--- config.mk ---
export PLATFORM = sky130hd
export DESIGN_NAME = vga_sync_gen
export DESIGN_NICKNAME = d
export VERILOG_FILES = /design/src/rtl/vga_sync_gen.sv
export SDC_FILE = /design/constraint.sdc
export NUM_CORES = 1
export LEC_CHECK = 0
export BUFFER_PORTS_ARGS = -buffer_cell sky130_fd_sc_hd__buf_2
export CAP_MARGIN = 20
export CORE_UTILIZATION = 34
export CTS_BUF_LIST = sky130_fd_sc_hd__clkbuf_4 sky130_fd_sc_hd__clkbuf_8 sky130_fd_sc_hd__clkbuf_16
export DETAILED_ROUTE_END_ITERATION = 8
export PLACE_DENSITY_LB_ADDON = 0.12
export REMOVE_ABC_BUFFERS = 1
export SLEW_MARGIN = 20
export SYNTH_ARGS = -nofsm -noshare
export SYNTH_HDL_FRONTEND = slang
export SYNTH_SLANG_ARGS = --single-unit
--- constraint.sdc ---
create_clock -name i_Clk -period 5.75 [get_ports i_Clk]
set_input_delay 0.575 -clock i_Clk [delete_from_list [all_inputs] [get_ports i_Clk]]
set_output_delay 0.575 -clock i_Clk [all_outputs]
set_load 0.02 [all_outputs]
--- src/rtl/vga_sync_gen.sv ---
// VGA timing generator: column/row counters, per-axis phase FSMs and registered syncs/strobes.
// Optional frame counter output guarded by the VGA_FRAME_COUNT_EN macro.
module vga_sync_gen #(
  parameter int c_TOTAL_COLS  = 800,
  parameter int c_TOTAL_ROWS  = 525,
  parameter int c_ACTIVE_COLS = 640,
  parameter int c_ACTIVE_ROWS = 480,
  parameter int c_H_FRONT     = 16,
  parameter int c_H_SYNC      = 96,
  parameter int c_V_FRONT     = 10,
  parameter int c_V_SYNC      = 2
) (
  input  logic       i_Clk,
  input  logic       i_Rst_L,
  output logic       o_HSync,
  output logic       o_VSync,
  output logic       o_Active,
  output logic [9:0] o_Col_Count,
  output logic [9:0] o_Row_Count,
  output logic       o_Line_Start,
  output logic       o_Frame_Start
`ifdef VGA_FRAME_COUNT_EN
  , output logic [7:0] o_Frame_Count
`endif
);

  localparam logic [9:0] LastCol     = 10'(c_TOTAL_COLS - 1);
  localparam logic [9:0] LastRow     = 10'(c_TOTAL_ROWS - 1);
  localparam logic [9:0] HFrontStart = 10'(c_ACTIVE_COLS);
  localparam logic [9:0] HSyncStart  = 10'(c_ACTIVE_COLS + c_H_FRONT);
  localparam logic [9:0] HBackStart  = 10'(c_ACTIVE_COLS + c_H_FRONT + c_H_SYNC);
  localparam logic [9:0] VFrontStart = 10'(c_ACTIVE_ROWS);
  localparam logic [9:0] VSyncStart  = 10'(c_ACTIVE_ROWS + c_V_FRONT);
  localparam logic [9:0] VBackStart  = 10'(c_ACTIVE_ROWS + c_V_FRONT + c_V_SYNC);

  typedef enum logic [1:0] {H_ACTIVE, H_FRONT, H_SYNC, H_BACK} hState_e;
  typedef enum logic [1:0] {V_ACTIVE, V_FRONT, V_SYNC, V_BACK} vState_e;

  logic [9:0] colQ, colD, rowQ, rowD;
  hState_e    hStateQ, hStateD;
  vState_e    vStateQ, vStateD;
  logic       hSyncQ, vSyncQ, activeQ, lineStartQ, frameStartQ;
  logic       colWrap, lineStartD, frameStartD;

  function automatic hState_e decodeH(input logic [9:0] c);
    if (c < HFrontStart)     return H_ACTIVE;
    else if (c < HSyncStart) return H_FRONT;
    else if (c < HBackStart) return H_SYNC;
    else                     return H_BACK;
  endfunction

  function automatic vState_e decodeV(input logic [9:0] r);
    if (r < VFrontStart)     return V_ACTIVE;
    else if (r < VSyncStart) return V_FRONT;
    else if (r < VBackStart) return V_SYNC;
    else                     return V_BACK;
  endfunction

  // Outputs are registered from the next position so every output lines up with the counters.
  always_comb begin
    colWrap     = (colQ == LastCol);
    colD        = colWrap ? 10'd0 : colQ + 10'd1;
    rowD        = rowQ;
    if (colWrap) rowD = (rowQ == LastRow) ? 10'd0 : rowQ + 10'd1;
    lineStartD  = (colD == 10'd0);
    frameStartD = (colD == 10'd0) && (rowD == 10'd0);
  end

  always_comb begin
    hStateD = hStateQ;
    case (hStateQ)
      H_ACTIVE: if (colD == HFrontStart) hStateD = H_FRONT;
      H_FRONT:  if (colD == HSyncStart)  hStateD = H_SYNC;
      H_SYNC:   if (colD == HBackStart)  hStateD = H_BACK;
      H_BACK:   if (colD == 10'd0)       hStateD = H_ACTIVE;
      default:  hStateD = decodeH(colD);
    endcase
  end

  // The vertical phase only moves on the column-wrap cycle, so VSync spans whole lines.
  always_comb begin
    vStateD = vStateQ;
    if (colWrap) begin
      case (vStateQ)
        V_ACTIVE: if (rowD == VFrontStart) vStateD = V_FRONT;
        V_FRONT:  if (rowD == VSyncStart)  vStateD = V_SYNC;
        V_SYNC:   if (rowD == VBackStart)  vStateD = V_BACK;
        V_BACK:   if (rowD == 10'd0)       vStateD = V_ACTIVE;
        default:  vStateD = decodeV(rowD);
      endcase
    end
  end

  always_ff @(posedge i_Clk or negedge i_Rst_L) begin
    if (!i_Rst_L) begin
      colQ        <= 10'd0;
      rowQ        <= 10'd0;
      hStateQ     <= H_ACTIVE;
      vStateQ     <= V_ACTIVE;
      hSyncQ      <= 1'b1;
      vSyncQ      <= 1'b1;
      activeQ     <= 1'b0;
      lineStartQ  <= 1'b0;
      frameStartQ <= 1'b0;
    end else begin
      colQ        <= colD;
      rowQ        <= rowD;
      hStateQ     <= hStateD;
      vStateQ     <= vStateD;
      hSyncQ      <= (hStateD != H_SYNC);
      vSyncQ      <= (vStateD != V_SYNC);
      activeQ     <= (hStateD == H_ACTIVE) && (vStateD == V_ACTIVE);
      lineStartQ  <= lineStartD;
      frameStartQ <= frameStartD;
    end
  end

`ifdef VGA_FRAME_COUNT_EN
  logic [7:0] frameCountQ;

  always_ff @(posedge i_Clk or negedge i_Rst_L) begin
    if (!i_Rst_L)         frameCountQ <= 8'd0;
    else if (frameStartD) frameCountQ <= frameCountQ + 8'd1;
  end

  assign o_Frame_Count = frameCountQ;
`else
  // Without the frame counter the strobes alone mark frame boundaries.
`endif

  assign o_HSync       = hSyncQ;
  assign o_VSync       = vSyncQ;
  assign o_Active      = activeQ;
  assign o_Col_Count   = colQ;
  assign o_Row_Count   = rowQ;
  assign o_Line_Start  = lineStartQ;
  assign o_Frame_Start = frameStartQ;

endmodule

-- Word-level counts from Yosys, hierarchy flattened
Index checks and enable logic that the tools add are counted.
- mux-type cells: 14
- reductions and logical operators: 8
- equality and inequality tests: 16
- add/subtract/negate cells: 2
- operator list (kind ; count):
    10-bit equality test (second input constant) ; 5
    10-bit by 9-bit equality test with 1-bit output (second input constant) ; 3
    10-bit 2-to-1 mux ; 3
    10-bit by 1-bit adder with 10-bit output (second input constant) ; 2
    10-bit logical NOT ; 2
    2-bit 2-to-1 mux ; 9
    2-bit case mux with 4 select lines ; 2
    2-bit equality test (second input constant) ; 4
    2-bit logical NOT ; 4
    2-bit by 1-bit equality test with 1-bit output (second input constant) ; 2
    2-bit != test (second input constant) ; 2
    1-bit logical AND ; 2
- register bits: 29
- output and inout port bits: 25
- input bits: 2

-- Logic depth before layout (Yosys ltp)
- depth in word-level cells: 9
- depth in mapped cells: 11
- gate-level depth less buffers: 9

-- Worst setup path after synthesis
OpenSTA, ideal clock, no wires.
- path kind: reg2reg
- from: register colQ[5] (netlist: o_Col_Count[5])
- to: register hStateQ[0]
- arrival: 2464 ps
- setup slack: 3168 ps
- cell stages (with the launch flop): 10
- path buffers: 2
- setup time: 118 ps
- cell sequence: dfrtp_1 -> buf_6 -> or3b_1 -> buf_6 -> nor3_4 -> nor2_2 -> nor4_4 -> or4b_4 -> a21o_1 -> a21o_1
- cells in the longest elaborated chain, start to end: 5
- elaborated cells between the ends (all ways): 12
- those cells by class: 1 x add/sub; 4 x eq/ne; 6 x mux; 1 x reduce/logical
- RTL lines (item ; line ; RTL):
    from (decl) ; 39 ; logic [9:0] colQ, colD, rowQ, rowD;
    from (signal assigned) ; 106 ; colQ <= colD;
    10-bit equality test * ; 61 ; colWrap = (colQ == LastCol);
    10-bit 2-to-1 mux * ; 62 ; colD = colWrap ? 10'd0 : colQ + 10'd1;
    named net colD[3] ; 39 ;
    10-bit equality test, or another cell as far along ; 74 ; H_SYNC: if (colD == HBackStart) hStateD = H_BACK;
    2-bit 2-to-1 mux, on equally long branches ; - ;
    2-bit case mux with 4 select lines * ; 71 ; case (hStateQ)
    named net hStateD[0] ; 40 ; hState_e hStateQ, hStateD;
    to (signal assigned) ; 108 ; hStateQ <= hStateD;
    to (decl) ; 40 ;
Mark *: on every way through the listed nets, which the timed path passes. The rest lies on a longest branch.

-- Worst setup path after layout
Ends and elaborated chain as after synthesis.

==> metrics.md <==
| Metric | Value |
|---|---|
| Outcome | `complete, no violations` |
| Unrepaired setup endpoints after global routing | `false` |
| Pint | `350.2 uW` |
| Antenna violations before repair | `0` |
| Initial Util | `0.3526` |
| Worst R2R Setup Slack | `2.58 ns` |
| Total global-route track usage | `0.1789` |
| Boundary Pins | `27` |
| CTS max path bufs | `2` |
| Largest net degree at the start of global routing | `30` |
| First-pass GRT wire length | `8321 um` |
| Rel. slew slack | `0.4765` |
| Reg2Reg Depth | `7` |
| Post-Route Setup TNS | `0 ns` |
| DP HPWL | `3559 um` |
| Die Y | `77.58 um` |
| Post-route minimum period | `3.170 ns` |
| Hold Slack | `0.3251 ns` |
| Max_cap viols | `0` |
| Crit path to | `hStateQ[0]` |
| Avg Cell Area, Syn | `9.472 sq um` |
| Number of diodes | `0` |
| Syn. warnings | `0` |
| Clock sink total | `29` |
| Setup violators final | `0` |
| Clock network fraction of design power | `0.520` |
| CTS tree | `done` |
| Unique masters post-synth | `65` |
| Critical path startpoint category | `register` |
| Layout overhead on the synthesized area | `14.56%` |
| Reg-to-Reg End | `hStateQ[0]` |
| Chip width | `77.58 um` |
| IO Port Bufs | `26` |
| Final WL | `4856 um` |
| Insertion delay to the later sink of the worst-skew pair | `0.28 ns` |
| Cell Pwr Density | `194.9 mW/mm^2` |
| Clk root buf | `clkbuf_8` |
| Fmax | `315.5 MHz` |
| Number of nets in the layout | `234` |
| Worst-path clk slew | `0.07 ns` |
| Setup Slack @ Placement | `2.575 ns` |
| Total CTS buffers | `5` |
| Die ar. | `0.006018 sq mm` |
| P_sw | `83.44 uW` |
| CTS Hold Bufs | `0` |
| # rows | `27` |
| Sw Ratio | `0.1924` |
| Share of cells above drive strength 1 | `0.2227` |
| Cell Area, Synth | `0.001942 sq mm` |
| Gpl congestion | `0.8907` |
| DR WL/cell | `16.13 um` |
| Fill cells | `547` |
| Worst-Margin Slew | `0.7827 ns` |
| Ys flop type | `dfrtp_1` |
| ANT nets after route | `0` |
| Final Max Tran Viols | `0` |
| Sequential Power Share | `0.471` |
| Logic pwr share | `0.010` |
| Seq cells post-synth | `29` |
| Tcrit/Tclk final | `0.5513` |
| WP data arrival | `3.34 ns` |
| Mapped Cells | `205` |
| Number of global-route vias before repair | `1644` |
| FFs w/ async S/R, synth | `1.000` |
| H-tree Lvls | `2` |
| CP Max Fanout | `21` |
| Setup slack after layout | `2.580 ns` |
| Drt initial violations | `157` |
| Reg2reg start | `o_Col_Count[5]` |
| EDFF count, synth | `0` |
| Drt pass-1 iters | `4` |
| WS Path Type | `register to register` |
| DR vias/cell | `5.651` |
| Worst Hold Class | `input pin to async pin` |
| Register area share after synthesis | `0.3750` |
| Grt ovf | `0` |
| Clock Skews | `0.007557 ns` |
| P_leak | `0.9340 nW` |
| Peak VDD IR | `93.63 uV` |
| Post-CTS setup buffers | `0` |
| Crit. End Element | `register` |
| Critical path origin | `o_Col_Count[5]` |
| Post-cts repair resize count | `0` |
| Core ar. | `0.005507 sq mm` |
| DRC Markers | `0` |
| Endpoints failing hold | `0` |
| WP data required | `5.92 ns` |
| Via count | `1701` |
-- area by class of cell --
type                    instances  area [sq um]  area share
multi-input cells             159          1130      0.5079
flip-flops and latches         29         728.2      0.3273
repair buffers                 26         130.1     0.05849
clock buffers                   7         90.09     0.04050
well taps                      72         90.09     0.04050
clock inverters                 1         30.03     0.01350
inverters                       7         26.28     0.01181
-- synth_stat cells (3+ instances only) --
master     n  area share
nor3b_1    3       0.012
o31ai_1    3       0.012
a31oi_1    8       0.026
inv_1      7       0.014
xnor2_1    8       0.036
nand4_1    3      0.0097
and4_1     3       0.014
dfrtp_1   27        0.35
and3_1     3      0.0097
ha_1       4       0.026
nor3_1     7       0.018
a211oi_1   4       0.015
xor2_1     3       0.014
nand2_1   15       0.029
clkbuf_1   5      0.0097
nor2b_1    3      0.0097
a21oi_1    5       0.013
nor2_1     8       0.015
o21ai_0   11       0.028
nand3_1   15       0.039
nand4b_1   3       0.014
a21o_1     3       0.012
nor4_1     4       0.013
-- state kept, by name, summed over array words and instances, names as in the netlist, 2 cells and up --
| name | count |
|---|---|
| o_Col_Count | 10 |
| vStateQ | 2 |
| hStateQ | 2 |
| o_Row_Count | 10 |
-- power by group through the flow --
stage	sequential, mW	clock, mW	combinational [mW]
after floorplan	0.208	0	0.000000369
after global placement	0.208	0	0.00471
after CTS	0.204	0.235	0.00466
final	0.204	0.225	0.00416
after global routing	0.204	0.243	0.00529
after detailed placement	0.208	0	0.00469
-- cell families after synthesis --
kind of cell             after synthesis  synth area share
AND/OR/NAND/NOR                       87            0.2874
XOR/XNOR                              11           0.04962
multiplexers                           1          0.005155
buffers and inverters                 17           0.04317
AO/OA/AOI/OAI                         56            0.2139
adder cells (fa/ha/maj)                4           0.02577
flip-flops                            29            0.3750
-- per-layer routing --
layer	vias up	routed length, um	global-route usage
li1	827	-	-
met1	810	2201	0.2353
met2	54	2303	0.2788
met3	10	231	0.04235
met4	0	119	0.07736
met5	-	0	0
-- through the flow --
| stage | total power [mW] | area (sq um) | util | cells |
|---|---|---|---|---|
| 2_1_floorplan | 0.2079 | 1884 | - | 195 |
| 3_3_place_gp | 0.2125 | 2105 | 0.3822 | 293 |
| 3_5_place_dp | 0.2125 | 2105 | 0.3822 | 293 |
| 4_1_cts | 0.4436 | 2225 | 0.4040 | 301 |
| 5_1_grt | 0.4523 | 2225 | 0.4040 | 301 |
| 6_report | 0.4337 | 2225 | 0.4040 | 301 |
-- worst max-delay path: stages, from the launching register on --
cell     delay, ns
dfrtp_1       0.47
or3b_1        0.56
nor3_4        0.73
nor2_2        0.13
nor4_4        0.27
or4b_4        0.54
a21o_1        0.19
a21o_1        0.16
-- placed cells by master, fill, tap and decap left out, types with 3 or more instances in the layout --
master    count
xor2_1        3
a211oi_1      4
a31oi_1       8
and4_1        3
o21ai_0      11
xnor2_1       8
nand3_1      15
nor3b_1       3
and3_1        3
nand4b_1      3
a21o_1        3
o31ai_1       3
inv_1         7
nor2_1        8
nor4_1        4
dfrtp_1      27
nand2_1      15
buf_2        26
ha_1          4
clkbuf_8      6
nand4_1       3
nor2b_1       3
a21oi_1       5
nor3_1        7
-- how the worst min path moves through the flow --
stage	startpoint	endpoint	slack [ns]	cells after the start
after floorplan	i_Rst_L	hStateQ[0]	0.28	0
after global placement	o_Col_Count[0]	o_Col_Count[0]	0.52	1
after detailed placement	o_Col_Count[0]	o_Col_Count[0]	0.53	1
after CTS	i_Rst_L	o_Row_Count[1]	0.35	1
after global routing	i_Rst_L	o_Row_Count[1]	0.38	1
final	i_Rst_L	o_Row_Count[1]	0.33	1
(Power assumes the default switching activity.)
